`src/rtl/ram_copy_if.sv`:
```
// Control and RAM-port signals of the ram_copy engine; master is the engine,
// slave is the controller/RAM side that drives start, request fields and read data.
interface ram_copy_if #(
  parameter int ADDR_BITS = 3,
  parameter int WORD_BITS = 8
);
  logic                 in_start;
  logic [ADDR_BITS-1:0] in_src_addr;
  logic [ADDR_BITS-1:0] in_dst_addr;
  logic [ADDR_BITS:0]   in_len;
  logic                 out_busy;
  logic                 out_done;
  logic                 out_err;
  logic                 out_read_ena_1;
  logic [ADDR_BITS-1:0] out_addr_1;
  logic [WORD_BITS-1:0] in_data_1;
  logic                 out_write_ena_2;
  logic [ADDR_BITS-1:0] out_addr_2;
  logic [WORD_BITS-1:0] out_data_2;

  modport master (
    input  in_start, in_src_addr, in_dst_addr, in_len, in_data_1,
    output out_busy, out_done, out_err,
    output out_read_ena_1, out_addr_1,
    output out_write_ena_2, out_addr_2, out_data_2
  );

  modport slave (
    output in_start, in_src_addr, in_dst_addr, in_len, in_data_1,
    input  out_busy, out_done, out_err,
    input  out_read_ena_1, out_addr_1,
    input  out_write_ena_2, out_addr_2, out_data_2
  );
endinterface

```
`src/rtl/ram_copy.sv`:
```
// Block copy over a 2-port RAM (port 1 reads, port 2 writes), one word/clock, done at len+2 cycles.
// No backpressure: the RAM always accepts; in_start is ignored (not queued) outside IDLE.
module ram_copy #(
  parameter int ADDR_BITS = 3,
  parameter int WORD_BITS = 8,
  parameter int NUM_WORDS = 2**ADDR_BITS
) (
  input logic        in_clk,
  input logic        in_rst,
  ram_copy_if.master bus
);

  localparam int CW = ADDR_BITS + 1;
  localparam int EW = ADDR_BITS + 2;

  typedef logic [ADDR_BITS-1:0] addr_t;
  typedef logic [CW-1:0]        cnt_t;
  typedef logic [EW-1:0]        ext_t;

  localparam ext_t NW_EXT = ext_t'(NUM_WORDS);

  typedef enum logic [1:0] {S_IDLE, S_RUN, S_DRAIN, S_DONE} state_t;

  state_t state_q, state_d;
  addr_t  src_q, src_d;
  addr_t  dst_q, dst_d;
  cnt_t   len_q, len_d;
  addr_t  r_q, r_d;
  addr_t  w_q, w_d;
  logic   err_q, err_d;

  ext_t   src_end;
  ext_t   dst_end;
  logic   rd_en;
  logic   wr_en;
  addr_t  rd_addr;
  addr_t  wr_addr;

  // Range check is one bit wider than the largest legal end address so it never wraps.
  assign src_end = ext_t'(bus.in_src_addr) + ext_t'(bus.in_len);
  assign dst_end = ext_t'(bus.in_dst_addr) + ext_t'(bus.in_len);
  assign rd_addr = src_q + r_q;
  assign wr_addr = dst_q + w_q;

  always_ff @(posedge in_clk) begin
    if (in_rst) begin
      state_q <= S_IDLE;
      src_q   <= '0;
      dst_q   <= '0;
      len_q   <= '0;
      r_q     <= '0;
      w_q     <= '0;
      err_q   <= 1'b0;
    end else begin
      state_q <= state_d;
      src_q   <= src_d;
      dst_q   <= dst_d;
      len_q   <= len_d;
      r_q     <= r_d;
      w_q     <= w_d;
      err_q   <= err_d;
    end
  end

  always_comb begin
    state_d = state_q;
    src_d   = src_q;
    dst_d   = dst_q;
    len_d   = len_q;
    r_d     = r_q;
    w_d     = w_q;
    err_d   = err_q;
    rd_en   = 1'b0;
    wr_en   = 1'b0;
    case (state_q)
      S_IDLE: begin
        if (bus.in_start) begin
          src_d = bus.in_src_addr;
          dst_d = bus.in_dst_addr;
          len_d = bus.in_len;
          r_d   = '0;
          w_d   = '0;
          err_d = 1'b0;
          if (src_end > NW_EXT || dst_end > NW_EXT) begin
            err_d   = 1'b1;
            state_d = S_DONE;
          end else if (bus.in_len == '0) begin
            state_d = S_DONE;
          end else begin
            state_d = S_RUN;
          end
        end
      end
      S_RUN: begin
        rd_en = 1'b1;
        r_d   = r_q + addr_t'(1);
        // Every RUN cycle reads, so any cycle after the first has a word to write.
        wr_en = (r_q != '0);
        if (wr_en) begin
          w_d = w_q + addr_t'(1);
        end
        if (cnt_t'(r_q) == len_q - cnt_t'(1)) begin
          state_d = S_DRAIN;
        end
      end
      S_DRAIN: begin
        wr_en   = 1'b1;
        w_d     = w_q + addr_t'(1);
        state_d = S_DONE;
      end
      S_DONE: begin
        state_d = S_IDLE;
      end
      default: begin
        state_d = S_IDLE;
      end
    endcase
  end

  assign bus.out_busy        = (state_q == S_RUN) || (state_q == S_DRAIN);
  assign bus.out_done        = (state_q == S_DONE);
  assign bus.out_err         = (state_q == S_DONE) && err_q;
  assign bus.out_read_ena_1  = rd_en;
  assign bus.out_addr_1      = rd_en ? rd_addr : '0;
  assign bus.out_write_ena_2 = wr_en;
  assign bus.out_addr_2      = wr_en ? wr_addr : '0;
  assign bus.out_data_2      = wr_en ? bus.in_data_1 : '0;

endmodule

```
`src/flat_wrapper.sv`:
```
// flat-port wrapper written by rule: the top's interface ports become plain ports
module ram_copy_flat 
#(
  parameter int ADDR_BITS = 3,
  parameter int WORD_BITS = 8,
  parameter int NUM_WORDS = 2**ADDR_BITS
)
  (in_clk, in_rst, bus_in_start, bus_in_src_addr, bus_in_dst_addr, bus_in_len, bus_in_data_1, bus_out_busy, bus_out_done, bus_out_err, bus_out_read_ena_1, bus_out_addr_1, bus_out_write_ena_2, bus_out_addr_2, bus_out_data_2);
  ram_copy_if #(.ADDR_BITS(ADDR_BITS), .WORD_BITS(WORD_BITS)) bus_i ();
  input logic in_clk;
  input logic in_rst;
  input wire logic [$bits(bus_i.in_start)-1:0] bus_in_start;
  input wire logic [$bits(bus_i.in_src_addr)-1:0] bus_in_src_addr;
  input wire logic [$bits(bus_i.in_dst_addr)-1:0] bus_in_dst_addr;
  input wire logic [$bits(bus_i.in_len)-1:0] bus_in_len;
  input wire logic [$bits(bus_i.in_data_1)-1:0] bus_in_data_1;
  output wire logic [$bits(bus_i.out_busy)-1:0] bus_out_busy;
  output wire logic [$bits(bus_i.out_done)-1:0] bus_out_done;
  output wire logic [$bits(bus_i.out_err)-1:0] bus_out_err;
  output wire logic [$bits(bus_i.out_read_ena_1)-1:0] bus_out_read_ena_1;
  output wire logic [$bits(bus_i.out_addr_1)-1:0] bus_out_addr_1;
  output wire logic [$bits(bus_i.out_write_ena_2)-1:0] bus_out_write_ena_2;
  output wire logic [$bits(bus_i.out_addr_2)-1:0] bus_out_addr_2;
  output wire logic [$bits(bus_i.out_data_2)-1:0] bus_out_data_2;
  assign bus_i.in_start = bus_in_start;
  assign bus_i.in_src_addr = bus_in_src_addr;
  assign bus_i.in_dst_addr = bus_in_dst_addr;
  assign bus_i.in_len = bus_in_len;
  assign bus_i.in_data_1 = bus_in_data_1;
  assign bus_out_busy = bus_i.out_busy;
  assign bus_out_done = bus_i.out_done;
  assign bus_out_err = bus_i.out_err;
  assign bus_out_read_ena_1 = bus_i.out_read_ena_1;
  assign bus_out_addr_1 = bus_i.out_addr_1;
  assign bus_out_write_ena_2 = bus_i.out_write_ena_2;
  assign bus_out_addr_2 = bus_i.out_addr_2;
  assign bus_out_data_2 = bus_i.out_data_2;
  ram_copy #(.ADDR_BITS(ADDR_BITS), .WORD_BITS(WORD_BITS), .NUM_WORDS(NUM_WORDS)) u_core (.in_clk(in_clk), .in_rst(in_rst), .bus(bus_i));
endmodule
```
`config.mk`:
```
export PLATFORM = sky130hd
export DESIGN_NAME = ram_copy_flat
export DESIGN_NICKNAME = d
export VERILOG_FILES = /design/src/rtl/ram_copy_if.sv /design/src/rtl/ram_copy.sv /design/src/flat_wrapper.sv
export SDC_FILE = /design/constraint.sdc
export NUM_CORES = 1
export LEC_CHECK = 0
export BUFFER_PORTS_ARGS = -buffer_cell sky130_fd_sc_hd__buf_2
export CORE_ASPECT_RATIO = 1.1
export CORE_UTILIZATION = 47
export CTS_CLUSTER_DIAMETER = 200
export CTS_CLUSTER_SIZE = 25
export DETAILED_ROUTE_END_ITERATION = 16
export PLACE_DENSITY = 0.77
export SLEW_MARGIN = 20
export SYNTH_ARGS = -nofsm -noshare
export SYNTH_HDL_FRONTEND = slang
export SYNTH_SLANG_ARGS = --single-unit
```
`constraint.sdc`:
```
create_clock -name in_clk -period 1.6 [get_ports in_clk]
set_clock_uncertainty 0.2 [all_clocks]
set_input_delay 0.08 -clock in_clk [delete_from_list [all_inputs] [get_ports in_clk]]
set_output_delay 0.08 -clock in_clk [all_outputs]
set_load 0.05 [all_outputs]
```
==> results of run 1 <==
synth_stat cells, types with 2 or more instances:
| library cell | n |
|---|---|
| nor3_1 | 7 |
| ha_1 | 16 |
| and2_1 | 16 |
| mux2i_1 | 2 |
| xnor2_1 | 9 |
| dfxtp_1 | 19 |
| clkbuf_1 | 5 |
| nand2_1 | 24 |
| o21a_1 | 2 |
| a21oi_1 | 16 |
| nand3b_1 | 2 |
| nor2b_1 | 3 |
| nor2_1 | 16 |
| a211oi_1 | 2 |
| o21ai_0 | 3 |
| inv_1 | 14 |
| fa_1 | 4 |
| nand2b_1 | 2 |
what timing repair did:
item,in CTS
pin swaps,19
buffers inserted,3
endpoints found under the hold margin,16
hold buffers,12
cloned,1
endpoints found under the setup margin,25
gates resized for setup,97
metrics by stage:
step	area [um2]	util	setup WS (ps)
after floorplan	1570	-	-129
after global placement	1980	0.702	-299
after detailed placement	1980	0.702	-364
after CTS	2530	0.893	-498
cell families after synthesis:
| group | synth area share |
|---|---|
| and+or+nand+nor | 0.245 |
| AOI/OAI and AO/OA | 0.145 |
| buffers and inverters | 0.0645 |
| adders and majority gates | 0.195 |
| DFF | 0.265 |
| xor gates and xnor gates | 0.0714 |
| muxes | 0.0139 |
==> key figures, run 1 <==
STA
  • Worst endpoint pin kind: primary output
  • Worst endpoint after global-route timing repair: bus_out_addr_2[2]

Placed design
  • Gpl congestion: 0.896
  • PortBufs: 39
  • Dpl hpwl: slightly below 3000 um
  • Cells after DPL: 268

Logic synthesis
  • Yosys warning count: 0
  • Yosys cell types: 34
  • Syn nets: approximately 220
  • #FFs+latches synth: 19
  • Area leader, netlist: dfxtp_1
  • Synth top area share: 0.265
  • Syn avg cell area: around 8 um2
  • Top post-synthesis cells by area: dfxtp_1, ha_1, and2_1
  • Predominant post-synthesis flop cell: dfxtp_1
  • Syn Std Cell Area: between 0.001 and 0.0015 mm2
  • Post-synthesis sequential area ratio: 0.265
  • Syn Inst Count: approximately 180
  • Post-synth EDFFs: 0
  • Asr flop ratio synth: 0

Outcome
  • Status: stopped before the end
  • Failing step: 5_1_grt
  • Tool error: [ERROR DPL-0038] Utilization greater than 100%, impossible to legalize

Clock tree
  • TritonCTS Buffers: 3
  • Clock Tree Buf Depth: 2
  • Clock H-tree levels: 1
  • Root buffer cell: clkbuf_4
  • Clock sinks: 19

Die
  • Die X: approximately 55 um
  • Die height: around 60 um
  • Rows: 20
  • Initial core utilization: 0.508
  • I/O pin count: 40

Global routing
  • Pin count of the biggest net entering global routing: 21
==> inputs of run 2 (changes only) <==
--- a/config.mk
+++ b/config.mk
@@ -6,12 +6,10 @@
 export NUM_CORES = 1
 export LEC_CHECK = 0
 export BUFFER_PORTS_ARGS = -buffer_cell sky130_fd_sc_hd__buf_2
-export CORE_ASPECT_RATIO = 1.1
-export CORE_UTILIZATION = 47
-export CTS_CLUSTER_DIAMETER = 200
-export CTS_CLUSTER_SIZE = 25
+export CORE_AREA = 2 2 63 65
 export DETAILED_ROUTE_END_ITERATION = 16
-export PLACE_DENSITY = 0.77
+export DIE_AREA = 0 0 65 67
+export PLACE_DENSITY_LB_ADDON = 0.15
 export SLEW_MARGIN = 20
 export SYNTH_ARGS = -nofsm -noshare
 export SYNTH_HDL_FRONTEND = slang
==> constraint.sdc (replaced) <==
create_clock -name in_clk -period 2.1 [get_ports in_clk]
set_clock_uncertainty 0.2 [all_clocks]
set_input_delay 0.105 -clock in_clk [delete_from_list [all_inputs] [get_ports in_clk]]
set_output_delay 0.105 -clock in_clk [all_outputs]
set_load 0.05 [all_outputs]
==> run 2 against run 1 <==
The flow now finishes without violations. Synthesized cell count unchanged. Synthesized area did not move.
==> key figures, run 2 <==
STA
  • RSZ-0062 raised after global routing: yes
  • Hold Violations, Final: 0
  • Post-route clock period utilization: 0.966
  • Max-slew violation count: 0
  • Max Clock Freq: around 490 MHz
  • WHS: between 30 and 40 ps
  • Worst-Margin Slew: about 370 ps
  • # setup viols final: 0
  • Relative slew slack: 0.755
  • Tmin final: 2030 ps

Global routing
  • Initial antenna violation count: 0
  • First-pass GRT wire length: just under 6000 um
  • Total Routing Usage GR: 0.173
  • Grt total ovfl: 0
  • Number of global-route vias before repair: around 1,300
  • Pin count of the biggest net entering global routing: 21

Logic synthesis
  • Syn nets: 219 (unchanged)
  • Asr flop ratio synth: 0 (unchanged)
  • Main combinational cell family by area after synthesis: simple AND/OR/NAND/NOR gates (unchanged)
  • Top post-synthesis cells by area: dfxtp_1, ha_1, and2_1 (unchanged)
  • Syn Inst Count: 178 (unchanged)
  • Synth top area share: 0.265 (unchanged)
  • Syn Std Cell Area: 0.00144 mm2 (unchanged)
  • Post-synthesis mux area share: 0.0139 (unchanged)
  • Syn avg cell area: 8.07 um2 (unchanged)
  • Area share of and/or/nand/nor cells after synthesis: 0.245 (unchanged)
  • Post-synth EDFFs: 0 (unchanged)
  • Synth top cells by count: nand2_1, dfxtp_1 (unchanged)
  • XOR/XNOR share of the synthesized area: 0.0714 (unchanged)
  • Count leader, synth: nand2_1 (unchanged)
  • Predominant post-synthesis flop cell: dfxtp_1 (unchanged)
  • Post-synthesis sequential area ratio: 0.265 (unchanged)
  • Compound-gate portion of the synthesized area: 0.145 (unchanged)
  • Yosys cell types: 34 (unchanged)
  • #FFs+latches synth: 19 (unchanged)
  • Area leader, netlist: dfxtp_1 (unchanged)
  • Adder-cell area share of the yosys netlist: 0.195 (unchanged)
  • Yosys warning count: 0 (unchanged)

Critical path
  • Critical Path RT: about 1800 ps
  • Crit-path cells: buf_4 > fa_2 > xnor2_2 > xnor2_1 > and2_1 > buf_6
  • Startpoint Class: register
  • Largest stage delay, worst path: about 400 ps
  • Worst-path fanout max: 4
  • Critical setup path kind: reg2out
  • WP buf/inv: 2
  • Crit path capture type: primary output
  • CP arrival: 1720 ps
  • CP top delay family: adder cells
  • Slowest CP cell: fa_2

Job
  • Maxcap violations: 0

Finish
  • Biggest register: u_core.len_q
  • Fill count: about 330
  • Area grow syn2layout: 37.2%
  • Max reg flops: 4
  • Register area: roughly 390 um2
  • Commonest non-fill, non-tap cell in the layout: buf_2
  • Share of layout cells above drive strength 1: 0.339
  • Layout Utilization: 0.546
  • Diode count: 0
  • Area of the multi-input gates: 0.00107 mm2
  • Commonest cells after routing, fill and taps aside: buf_2, nand2_1, nor2_1, a21oi_1
  • Final-stage net count: roughly 270

Die
  • Die height: 67 um (was 60.0 um)
  • Initial core utilization: 0.398 (was 0.508)
  • Rows: 22 (was 20)
  • I/O pin count: 40 (unchanged)
  • Die X: 65 um (was 54.7 um)
  • Die area: 0.00436 mm2
  • Core Area: 0.00361 mm2

Clock tree
  • Clock Tree Buf Depth: 2 (unchanged)
  • Clock H-tree levels: 1 (unchanged)
  • Clock latency on the worst-skew pair: roughly 250 ps
  • TritonCTS Buffers: 3 (unchanged)
  • CTS tree: yes
  • Root buffer cell: clkbuf_8 (was clkbuf_4)
  • Clock sinks: 19 (unchanged)
  • CTS clk-pin slew, worst paths: about 70 ps

Outcome
  • Status: finished clean (was stopped before the end)

Power
  • Lkg Pwr: approximately 0.00086 uW
  • Worst vdd ir: about 0.32 mV
  • PD cells: about 940 mW/mm2

Placed design
  • Gpl congestion: 0.815 (was 0.896)
  • PortBufs: 39 (unchanged)
  • Dpl hpwl: 2690 um (was 2930 um)

Routing
  • WL final: roughly 3600 um
  • Routed Antenna Nets: 0
  • WL/cell: around 13 um
  • DR iter-0 viols: 47
  • DRT Pass-1 Iters: 3
  • Residual DRC: 0
  • Vias: roughly 1,400
  • Via density: between 4 and 5

Hold path
  • HP Class: in2reg
run 2: cell counts after synthesis:
Identical to the previous run, type by type.
run 2: path summary, 6_finish.rpt:
check / cells past startpoint / from / slack [ps] / end
setup / recovery: 6 / u_core.r_q[1]$_SDFFE_PP0P_ / 70 / bus_out_addr_1[2]
hold / removal: 2 / in_rst / 30 / u_core.r_q[0]$_SDFFE_PP0P_
setup reg to reg: 7 / u_core.state_q[0]$_SDFFE_PP0P_ / 220 / u_core.w_q[2]$_SDFFE_PP0P_
hold reg to reg: 2 / u_core.len_q[3]$_SDFFE_PP0P_ / 280 / u_core.len_q[3]$_SDFFE_PP0P_
run 2: metrics by stage:
stage          power, uW  TNS, ps  setup WS, ps  area (um2)  cells
6_report            1850        0          70.6        1970    275
5_1_grt             2010     -198         -41.0        1970    275
4_1_cts             1830        0        0.0812        1930    274
3_5_place_dp        1490    -23.4         -23.4        1680    259
3_3_place_gp        1460        0          98.5        1680    259
2_1_floorplan       1290    -60.3         -7.54        1460    178
run 2: what timing repair did:
item,in CTS,in global routing
hold endpoints to repair,9,0
cloned,0,1
endpoints found under the setup margin,13,14
hold buffers,9,0
gates resized for setup,27,9
setup buffers,2,0
pin swaps,5,7
run 2: power breakdown:
group          switching, uW  total (uW)  internal [uW]
registers               70.0         514            444
clock network            120         255            135
logic                    670        1080            409
run 2: kinds of logic (layout without fill, tap and decap cells):
kind of cell | count (synthesis) | in the layout
AO/OA/AOI/OAI | 32 | 33
XOR/XNOR | 10 | 10
adder cells (fa/ha/maj) | 20 | 20
buffers and inverters | 22 | 70
flip-flops | 19 | 19
multiplexers | 2 | 2
AND/OR/NAND/NOR | 73 | 73
run 2: routing by layer:
layer,track usage,share of wire,vias up
li1,-,-,694
met5,0,0,-
met4,0.101,0.028,0
met2,0.325,0.51,41
met3,0.0186,0.045,10
met1,0.187,0.41,627
run 2: layout make-up:
class,instances,share of cell area
Tap cell,48,0.0305
Clock buffer,4,0.0229
Sequential cell,19,0.197
Multi-Input combinational cell,138,0.542
Inverter,14,0.0267
Timing Repair Buffer,52,0.181
(Power assumes the default switching activity.)
